$ cat src/rtl/mgmt_data_channel_controller_if.sv
// Shared payload type and the request/response/data-channel bundle between
// the LTPI controller-side data channel manager and its environment.
package mgmt_dc_pkg;
   typedef struct packed {
      logic [7:0]  tag;
      logic [7:0]  command;
      logic [15:0] address;
      logic [31:0] data;
   } Data_channel_payload_t;

   // Last byte offset of a TX frame: payloads are swapped only here.
   localparam logic [3:0] frame_length = 4'd15;
endpackage

interface mgmt_data_channel_controller_if;
   import mgmt_dc_pkg::*;

   logic                  req_valid;
   logic                  req_ack;
   Data_channel_payload_t req;
   Data_channel_payload_t payload_o;
   logic                  payload_o_valid;
   Data_channel_payload_t payload_i;
   logic                  payload_i_valid;
   logic                  resp_valid;
   logic                  resp_ack;
   Data_channel_payload_t resp;
   logic                  resp_timeout;

   modport master (
      input  req_valid, req, payload_i, payload_i_valid, resp_ack,
      output req_ack, payload_o, payload_o_valid, resp_valid, resp, resp_timeout
   );

   modport slave (
      output req_valid, req, payload_i, payload_i_valid, resp_ack,
      input  req_ack, payload_o, payload_o_valid, resp_valid, resp, resp_timeout
   );
endinterface

$ cat src/rtl/mgmt_data_channel_controller.sv
// Controller-side LTPI data channel: sends one tagged request per TX frame,
// then waits for the tag-matched response or a frame-count timeout.
module mgmt_data_channel_controller
   import mgmt_dc_pkg::*;
#(
   parameter int unsigned TIMEOUT_FRAMES = 32,
   parameter int unsigned TAG_W          = 8
) (
   input  logic                                clk,
   input  logic                                reset_n,
   mgmt_data_channel_controller_if.master      bus,
   input  logic [3:0]                          tx_frm_offset,
   input  logic [31:0]                         operational_frm_sent,
   input  logic [31:0]                         operational_frm_rcv,
   input  logic                                data_channel_rst
);

   localparam logic [2:0] IDLE      = 3'd0;
   localparam logic [2:0] SEND      = 3'd1;
   localparam logic [2:0] SEND_DLY  = 3'd2;
   localparam logic [2:0] WAIT_RESP = 3'd3;
   localparam logic [2:0] DONE      = 3'd4;

   logic [2:0]            state_q, state_d;
   Data_channel_payload_t payload_q, payload_d;
   Data_channel_payload_t resp_q, resp_d;
   logic                  payload_valid_q, payload_valid_d;
   logic                  req_ack_q, req_ack_d;
   logic                  resp_valid_q, resp_valid_d;
   logic                  resp_timeout_q, resp_timeout_d;
   logic [TAG_W-1:0]      tag_q, tag_d;
   logic [31:0]           sent_latch_q, sent_latch_d;
   logic [31:0]           rcv_latch_q, rcv_latch_d;

   logic                  frame_edge;
   logic                  tag_match;
   logic                  timeout_hit;
   logic [31:0]           frames_waited;

   assign frame_edge    = (tx_frm_offset == frame_length);
   assign tag_match     = bus.payload_i_valid && (bus.payload_i.tag == tag_q);
   // Modulo difference keeps the timeout correct across counter wrap.
   assign frames_waited = operational_frm_rcv - rcv_latch_q;
   assign timeout_hit   = (frames_waited >= TIMEOUT_FRAMES);

   always_comb begin
      // NOTE: every next-state signal gets a default first so no latch is inferred.
      state_d         = state_q;
      payload_d       = payload_q;
      payload_valid_d = payload_valid_q;
      req_ack_d       = 1'b0;
      resp_d          = resp_q;
      resp_valid_d    = resp_valid_q;
      resp_timeout_d  = resp_timeout_q;
      tag_d           = tag_q;
      sent_latch_d    = sent_latch_q;
      rcv_latch_d     = rcv_latch_q;

      case (state_q)
         IDLE: begin
            if (bus.req_valid && frame_edge) begin
               payload_d       = bus.req;
               payload_d.tag   = tag_q;
               payload_valid_d = 1'b1;
               req_ack_d       = 1'b1;
               state_d         = SEND;
            end
         end
         SEND: begin
            if (!frame_edge) begin
               sent_latch_d = operational_frm_sent;
               state_d      = SEND_DLY;
            end
         end
         SEND_DLY: begin
            if (frame_edge) begin
               payload_valid_d = 1'b0;
               rcv_latch_d     = operational_frm_rcv;
               state_d         = WAIT_RESP;
            end
         end
         WAIT_RESP: begin
            // A matching frame outranks a timeout landing in the same cycle.
            if (tag_match) begin
               resp_d         = bus.payload_i;
               resp_valid_d   = 1'b1;
               resp_timeout_d = 1'b0;
               state_d        = DONE;
            end else if (timeout_hit) begin
               resp_d         = '0;
               resp_valid_d   = 1'b1;
               resp_timeout_d = 1'b1;
               state_d        = DONE;
            end
         end
         DONE: begin
            if (bus.resp_ack) begin
               resp_valid_d   = 1'b0;
               resp_timeout_d = 1'b0;
               tag_d          = tag_q + 1'b1;
               state_d        = IDLE;
            end
         end
         default: state_d = IDLE;
      endcase

      // Data channel reset aborts any transaction; a popped request is lost.
      if (data_channel_rst) begin
         state_d         = IDLE;
         payload_d       = '0;
         payload_valid_d = 1'b0;
         req_ack_d       = 1'b0;
         resp_d          = '0;
         resp_valid_d    = 1'b0;
         resp_timeout_d  = 1'b0;
         tag_d           = '0;
         sent_latch_d    = '0;
         rcv_latch_d     = '0;
      end
   end

   // NOTE: sequential state uses non-blocking assignments only.
   always_ff @(posedge clk or negedge reset_n) begin
      if (!reset_n) begin
         state_q         <= IDLE;
         payload_q       <= '0;
         payload_valid_q <= 1'b0;
         req_ack_q       <= 1'b0;
         resp_q          <= '0;
         resp_valid_q    <= 1'b0;
         resp_timeout_q  <= 1'b0;
         tag_q           <= '0;
         sent_latch_q    <= '0;
         rcv_latch_q     <= '0;
      end else begin
         state_q         <= state_d;
         payload_q       <= payload_d;
         payload_valid_q <= payload_valid_d;
         req_ack_q       <= req_ack_d;
         resp_q          <= resp_d;
         resp_valid_q    <= resp_valid_d;
         resp_timeout_q  <= resp_timeout_d;
         tag_q           <= tag_d;
         sent_latch_q    <= sent_latch_d;
         rcv_latch_q     <= rcv_latch_d;
      end
   end

   assign bus.req_ack         = req_ack_q;
   assign bus.payload_o       = payload_q;
   assign bus.payload_o_valid = payload_valid_q;
   assign bus.resp            = resp_q;
   assign bus.resp_valid      = resp_valid_q;
   assign bus.resp_timeout    = resp_timeout_q;

endmodule

$ cat src/flat_wrapper.sv
// flat-port wrapper written by rule: the top's interface ports become plain ports
module mgmt_data_channel_controller_flat import mgmt_dc_pkg::*;
#(
   parameter int unsigned TIMEOUT_FRAMES = 32,
   parameter int unsigned TAG_W          = 8
)
  (clk, reset_n, tx_frm_offset, operational_frm_sent, operational_frm_rcv, data_channel_rst, bus_req_valid, bus_req, bus_payload_i, bus_payload_i_valid, bus_resp_ack, bus_req_ack, bus_payload_o, bus_payload_o_valid, bus_resp_valid, bus_resp, bus_resp_timeout);
  mgmt_data_channel_controller_if bus_i ();
  input  logic clk;
  input  logic reset_n;
  input  logic [3:0] tx_frm_offset;
  input  logic [31:0] operational_frm_sent;
  input  logic [31:0] operational_frm_rcv;
  input  logic data_channel_rst;
  input wire logic [$bits(bus_i.req_valid)-1:0] bus_req_valid;
  input wire logic [$bits(bus_i.req)-1:0] bus_req;
  input wire logic [$bits(bus_i.payload_i)-1:0] bus_payload_i;
  input wire logic [$bits(bus_i.payload_i_valid)-1:0] bus_payload_i_valid;
  input wire logic [$bits(bus_i.resp_ack)-1:0] bus_resp_ack;
  output wire logic [$bits(bus_i.req_ack)-1:0] bus_req_ack;
  output wire logic [$bits(bus_i.payload_o)-1:0] bus_payload_o;
  output wire logic [$bits(bus_i.payload_o_valid)-1:0] bus_payload_o_valid;
  output wire logic [$bits(bus_i.resp_valid)-1:0] bus_resp_valid;
  output wire logic [$bits(bus_i.resp)-1:0] bus_resp;
  output wire logic [$bits(bus_i.resp_timeout)-1:0] bus_resp_timeout;
  assign bus_i.req_valid = bus_req_valid;
  assign bus_i.req = bus_req;
  assign bus_i.payload_i = bus_payload_i;
  assign bus_i.payload_i_valid = bus_payload_i_valid;
  assign bus_i.resp_ack = bus_resp_ack;
  assign bus_req_ack = bus_i.req_ack;
  assign bus_payload_o = bus_i.payload_o;
  assign bus_payload_o_valid = bus_i.payload_o_valid;
  assign bus_resp_valid = bus_i.resp_valid;
  assign bus_resp = bus_i.resp;
  assign bus_resp_timeout = bus_i.resp_timeout;
  mgmt_data_channel_controller #(.TIMEOUT_FRAMES(TIMEOUT_FRAMES), .TAG_W(TAG_W)) u_core (.clk(clk), .reset_n(reset_n), .bus(bus_i), .tx_frm_offset(tx_frm_offset), .operational_frm_sent(operational_frm_sent), .operational_frm_rcv(operational_frm_rcv), .data_channel_rst(data_channel_rst));
endmodule
$ cat config.mk
export PLATFORM = sky130hd
export DESIGN_NAME = mgmt_data_channel_controller_flat
export DESIGN_NICKNAME = d
export VERILOG_FILES = /design/src/rtl/mgmt_data_channel_controller_if.sv /design/src/rtl/mgmt_data_channel_controller.sv /design/src/flat_wrapper.sv
export SDC_FILE = /design/constraint.sdc
export NUM_CORES = 1
export LEC_CHECK = 0
export ABC_AREA = 1
export CORE_UTILIZATION = 23
export DETAILED_ROUTE_END_ITERATION = 8
export PLACE_DENSITY_LB_ADDON = 0.1
export REMOVE_ABC_BUFFERS = 1
export SYNTH_ARGS = -nofsm -noshare
export SYNTH_HDL_FRONTEND = slang
export SYNTH_SLANG_ARGS = --single-unit
$ cat constraint.sdc
create_clock -name clk -period 5.9 [get_ports clk]
set_input_delay 1.18 -clock clk [delete_from_list [all_inputs] [get_ports clk]]
set_output_delay 1.18 -clock clk [all_outputs]
set_load 0.01 [all_outputs]
# Yosys cells after proc, flatten, opt, wreduce, memory -nomap -nowiden

Index checks and enable logic that the tools add are counted.

Register bits after elaboration: 175
Bits of input ports: 202

Add/sub/neg operators: 2
$lt $le $gt $ge: 1
Equal/unequal tests: 11
Mux-type cells: 36
Reduce and logical (&&, ||, !) cells: 20

Operators by type and width:

| cell                | count |
|---|---|
| $mux 64             | 7 |
| $mux 32             | 3 |
| $ge 32x6->1 const B | 1 |
| $sub 32x32->32      | 1 |
| $mux 8              | 3 |
| $mux 3              | 7 |
| $pmux 3 s5          | 1 |
| $reduce_bool 2->1   | 7 |
| $mux 1              | 12 |
| $reduce_bool 3->1   | 3 |
| $add 8x1->8 const B | 1 |
| $eq 8x8->1          | 1 |
| $reduce_and 2->1    | 4 |
| $eq 3x2->1 const B  | 2 |
| $ne 3x2->1 const B  | 2 |
| $ne 3x3->1 const B  | 2 |
| $pmux 1 s2          | 3 |
| $reduce_and 3->1    | 2 |
| $reduce_and 5->1    | 1 |
| $eq 4x4->1 const B  | 1 |
| $ne 4x2->1 const B  | 1 |
| $eq 3x1->1 const B  | 1 |
| $eq 3x3->1 const B  | 1 |
| $logic_not 3->1     | 1 |
| $logic_and 1x1->1   | 2 |

# Depth between registers and ports, before layout

Depth after elaboration: 6
Mapped depth: 22
Depth with buffers taken out: 21

# Worst setup path before layout

Ideal clock, no wire load.

Path kind: input-to-reg
From: in operational_frm_rcv[0]
To: reg u_core.resp_q, in the netlist u_core.bus.resp[0]
Data arrival time: 3.219 ns
Data required time: 5.833 ns
Setup slack: 2.614 ns
Cell stages on the path: 20
Path buffers: 1
Cells stage by stage: inv_1 > ha_1 > inv_1 > fa_1 > nand3_1 > nand3_1 > nand2_1 > nand2_1 > nand2_1 > nand3b_1 > nand2_1 > nand3_1 > nor2_1 > nand2_1 > nor2_2 > nand3_2 > o21ai_4 > buf_6 > nand2_1 > nand2_1

Word-level cells in the longest chain between the ends: 4

Ends and longest elaborated chain:

| element                     | RTL line                            | RTL |
|---|---|---|
| from (decl)                 | flat_wrapper.sv:13                  | `input logic [31:0] operational_frm_rcv;` |
| $sub 32x32->32              | mgmt_data_channel_controller.sv:43  | `assign frames_waited = operational_frm_rcv - rcv_latch_q;` |
| $ge 32x6->1                 | mgmt_data_channel_controller.sv:44  | `assign timeout_hit = (frames_waited >= TIMEOUT_FRAMES);` |
| $reduce_bool 3->1 (no line) | -                                   |  |
| $reduce_and 2->1 (no line)  | -                                   |  |
| to (signal assigned)        | mgmt_data_channel_controller.sv:140 | `resp_q <= resp_d;` |
| to (decl)                   | mgmt_data_channel_controller.sv:26  | `Data_channel_payload_t resp_q, resp_d;` |

No other way between the ends.
A chain may end at the register's enable or synchronous reset.

# Final worst setup path

From: in operational_frm_rcv[0]
To: reg u_core.resp_q, in the netlist u_core.bus.resp[40]

The elaborated chain is that of the path after synthesis.

==> results.ini <==
[cts]
cts_resized = 0
cts_tree = yes
cts_setup_buffers = 0
cts_hold_buf = 0
cts_buffer_depth = 2
cts_made_buffers = 17
htreeDepth = 4
cts_sinks = 175
cts.clk_slew.worst_paths_ns = 0.07
cts_root_buf = clkbuf_16
clk-insertion-delay-late_ns = 0.48

[power_and_ir_drop]
max-vdd-ir-drop_mv = 0.202
powerDensity_nw_per_um2 = 226
p_sw_share_pct = 32.8
p_int_mw = 2.15
p_leak_nw = 7.26
p_seq_share_pct = 39.4
pwr-share-comb_pct = 24.7
p_sw_mw = 1.05
power_frac_clock_pct = 35.9

[critical_path]
worstSetupPathType = input port to flop
crit_fanout = 64
ff2ff_setup_slack_ns = 2.67
endpoint_kind = flop
startpoint_type = input port
r2r-start = u_core.rcv_latch_q[0]
crit_arrival_ns = 4.47
cp.required_ns = 6.31
worstSetupStartpoint = operational_frm_rcv[0]

[sta]
rsz0062_at_grt = false
tightest_slew_ns = 1.00
setup_tns_ns = 0
hold_slack_ns = 0.471
fmax_mhz = 246
setup_viol = 0
slew_headroom_pct = 32.9
hold_violations = 0
finalCritPeriodShare_pct = 68.8
slew_violations = 0
timing.final.crit_period_ns = 4.06
finClkSkew_ns = 0.00957
fin_ws_ns = 1.84

[yosys]
synth_edf_count = 0
ys_types = 31
synth_seq_cells = 175
synth_cells = 1448
async_flop_share_pct = 100
ys_warn_count = 0
ys.flop_type = dfrtp_1
yosysSeqAreaShare_pct = 43.3
netlist_area_sq_um = 10100
syn_area_per_cell_sq_um = 6.98

[final_layout]
nNetsFinal = 1946
antenna_cells = 0
seqCellArea_sq_um = 4380
fill_cells = 4746
post_route_cells_drive_above_1_share_pct = 3.25
final_core_util_pct = 32.9
syn2layout_area_growth_pct = 40.4
multiInputGateArea_sq_um = 4720

[routing]
top_layer = met5
wl_met2_mm = 16.1
drc = 0
wl_met1_mm = 16.7
num_vias = 9925
wl_met3_mm = 2.39
vias_per_cell = 4.30
routed_wl_mm = 35.8
first_iter_violations = 565
firstDrtPassIters = 5
post_drt_wl_per_cell_microns = 15.5
drtAntennaViolNets = 0

[job]
drv_cap = 0

[floorplanning]
core_area_sq_um = 43200
io_pins = 334
initial_core_util_pct = 23.4
dieHeight_microns = 212
die_area_sq_um = 44800
fp-row-count = 76
dieWidth_microns = 212

[place]
pre_cts_slack_ns = 1.37
port_buffers = 293
hpwlAfterDp_mm = 25.7
routabilityCongestion = 0.852

[global_routing]
grt_pass1_wl_mm = 56.0
grt_use_total_pct = 16.4
grt_pass1_vias = 9689
antenna_found_initial = 2
grt_max_degree = 95
grt_overflow = 0

[min_path]
holdCritStartpoint = u_core.bus.resp[17]
worstHoldPathType = flop to flop

[run_status]
status = complete, no violations

per-layer routing:
metal  track usage, %  up-vias
met4             5.57        4
li1                 -     5097
met5                0        -
met1             21.6     4582
met3             5.40       31
met2             25.1      211
worst paths after layout:
| check | cells past startpoint | end |
|---|---|---|
| worst min-delay path | 2 | u_core.bus.resp[17] |
| worst max-delay path | 21 | u_core.bus.resp[40] |
| worst min register to register | 2 | u_core.bus.resp[17] |
| max in group asynchronous | 2 | u_core.bus.resp[43] |
| worst max register to register | 19 | u_core.bus.resp[40] |
| min in group asynchronous | 1 | u_core.rcv_latch_q[29] |
cells in the mapped netlist (3+ instances only):
| cell | number | share of area [%] |
|---|---|---|
| o21ai_0 | 46 | 2.3 |
| nand2_1 | 565 | 21 |
| clkbuf_1 | 47 | 1.7 |
| nand3_1 | 145 | 7.2 |
| buf_1 | 4 | 0.15 |
| dfrtp_1 | 175 | 43 |
| ha_1 | 32 | 4.0 |
| nor2_2 | 3 | 0.19 |
| nand3b_1 | 9 | 0.67 |
| or2_2 | 4 | 0.25 |
| inv_1 | 202 | 7.5 |
| buf_6 | 6 | 0.67 |
| xnor2_1 | 4 | 0.35 |
| a21oi_1 | 22 | 1.1 |
| nor2_1 | 78 | 2.9 |
| nand4_1 | 79 | 4.9 |
| nor3_1 | 10 | 0.50 |
placed cells by master (no fill, tap or decap), types with 2 or more instances in the layout:
cell / n
a21oi_1: 22
and2_1: 2
and3_1: 2
buf_4: 8
clkbuf_16: 17
clkbuf_8: 4
clkdlybuf4s50_1: 292
clkinv_2: 3
clkinvlp_4: 2
dfrtp_1: 175
ha_1: 32
inv_1: 201
inv_6: 5
nand2_1: 564
nand3_1: 144
nand3_2: 2
nand3b_1: 9
nand4_1: 79
nor2_1: 77
nor2_2: 3
nor3_1: 9
nor4_1: 2
o21ai_0: 46
or2_2: 4
xnor2_1: 4
final cells by class:
type,count,area share (%)
inverters,203,5.41
clock inverters,11,0.732
clock buffers,21,3.32
flip-flops and latches,175,30.9
repair buffers,302,21.3
multi-input cells,1012,33.3
well taps,585,5.16
state kept, by name, summed over array words and instances, names as in the netlist, 3 cells and up:
signal                flops
u_core.bus.payload_o     64
u_core.rcv_latch_q       32
u_core.state_q            3
u_core.bus.resp          64
u_core.tag_q              8
cells by family after synthesis:
kind of cell,Yosys count,synth area share (%)
AO/OA/AOI/OAI,72,3.75
XOR/XNOR,5,0.433
adder cells (fa/ha/maj),33,4.16
buffers and inverters,261,10.2
flip-flops,175,43.3
AND/OR/NAND/NOR,902,38.2
worst max-delay path: stages:
cell	delay (ns)
clkdlybuf4s50_1	0.40
inv_1	0.07
ha_1	0.14
inv_1	0.10
fa_1	0.45
nand3_1	0.11
nand3_1	0.18
nand2_1	0.15
nand3_1	0.18
nand2_1	0.14
nand2_1	0.06
nand2_1	0.06
nand2_1	0.09
nor2_1	0.15
nand2_1	0.08
nor2_2	0.15
nand3_2	0.14
o21ai_4	0.10
buf_12	0.29
nand2_1	0.10
nand2_1	0.07
power by group through the flow:
stage / Clock, mW / Sequential (mW) / Combinational (mW)
2_1_floorplan: 0 / 1.29 / 0.440
3_3_place_gp: 0 / 1.28 / 0.802
3_5_place_dp: 0 / 1.28 / 0.800
4_1_cts: 1.21 / 1.26 / 0.805
5_1_grt: 1.25 / 1.27 / 0.904
6_report: 1.15 / 1.26 / 0.790
stage by stage:
step | cell area, sq um | power [mW] | instances
6_report | 14200 | 3.20 | 2309
5_1_grt | 14200 | 3.42 | 2309
4_1_cts | 14200 | 3.28 | 2309
3_3_place_gp | 13600 | 2.08 | 2277
3_5_place_dp | 13600 | 2.08 | 2277
2_1_floorplan | 9840 | 1.73 | 1390
No activity file was read; power rests on OpenSTA's default activity.
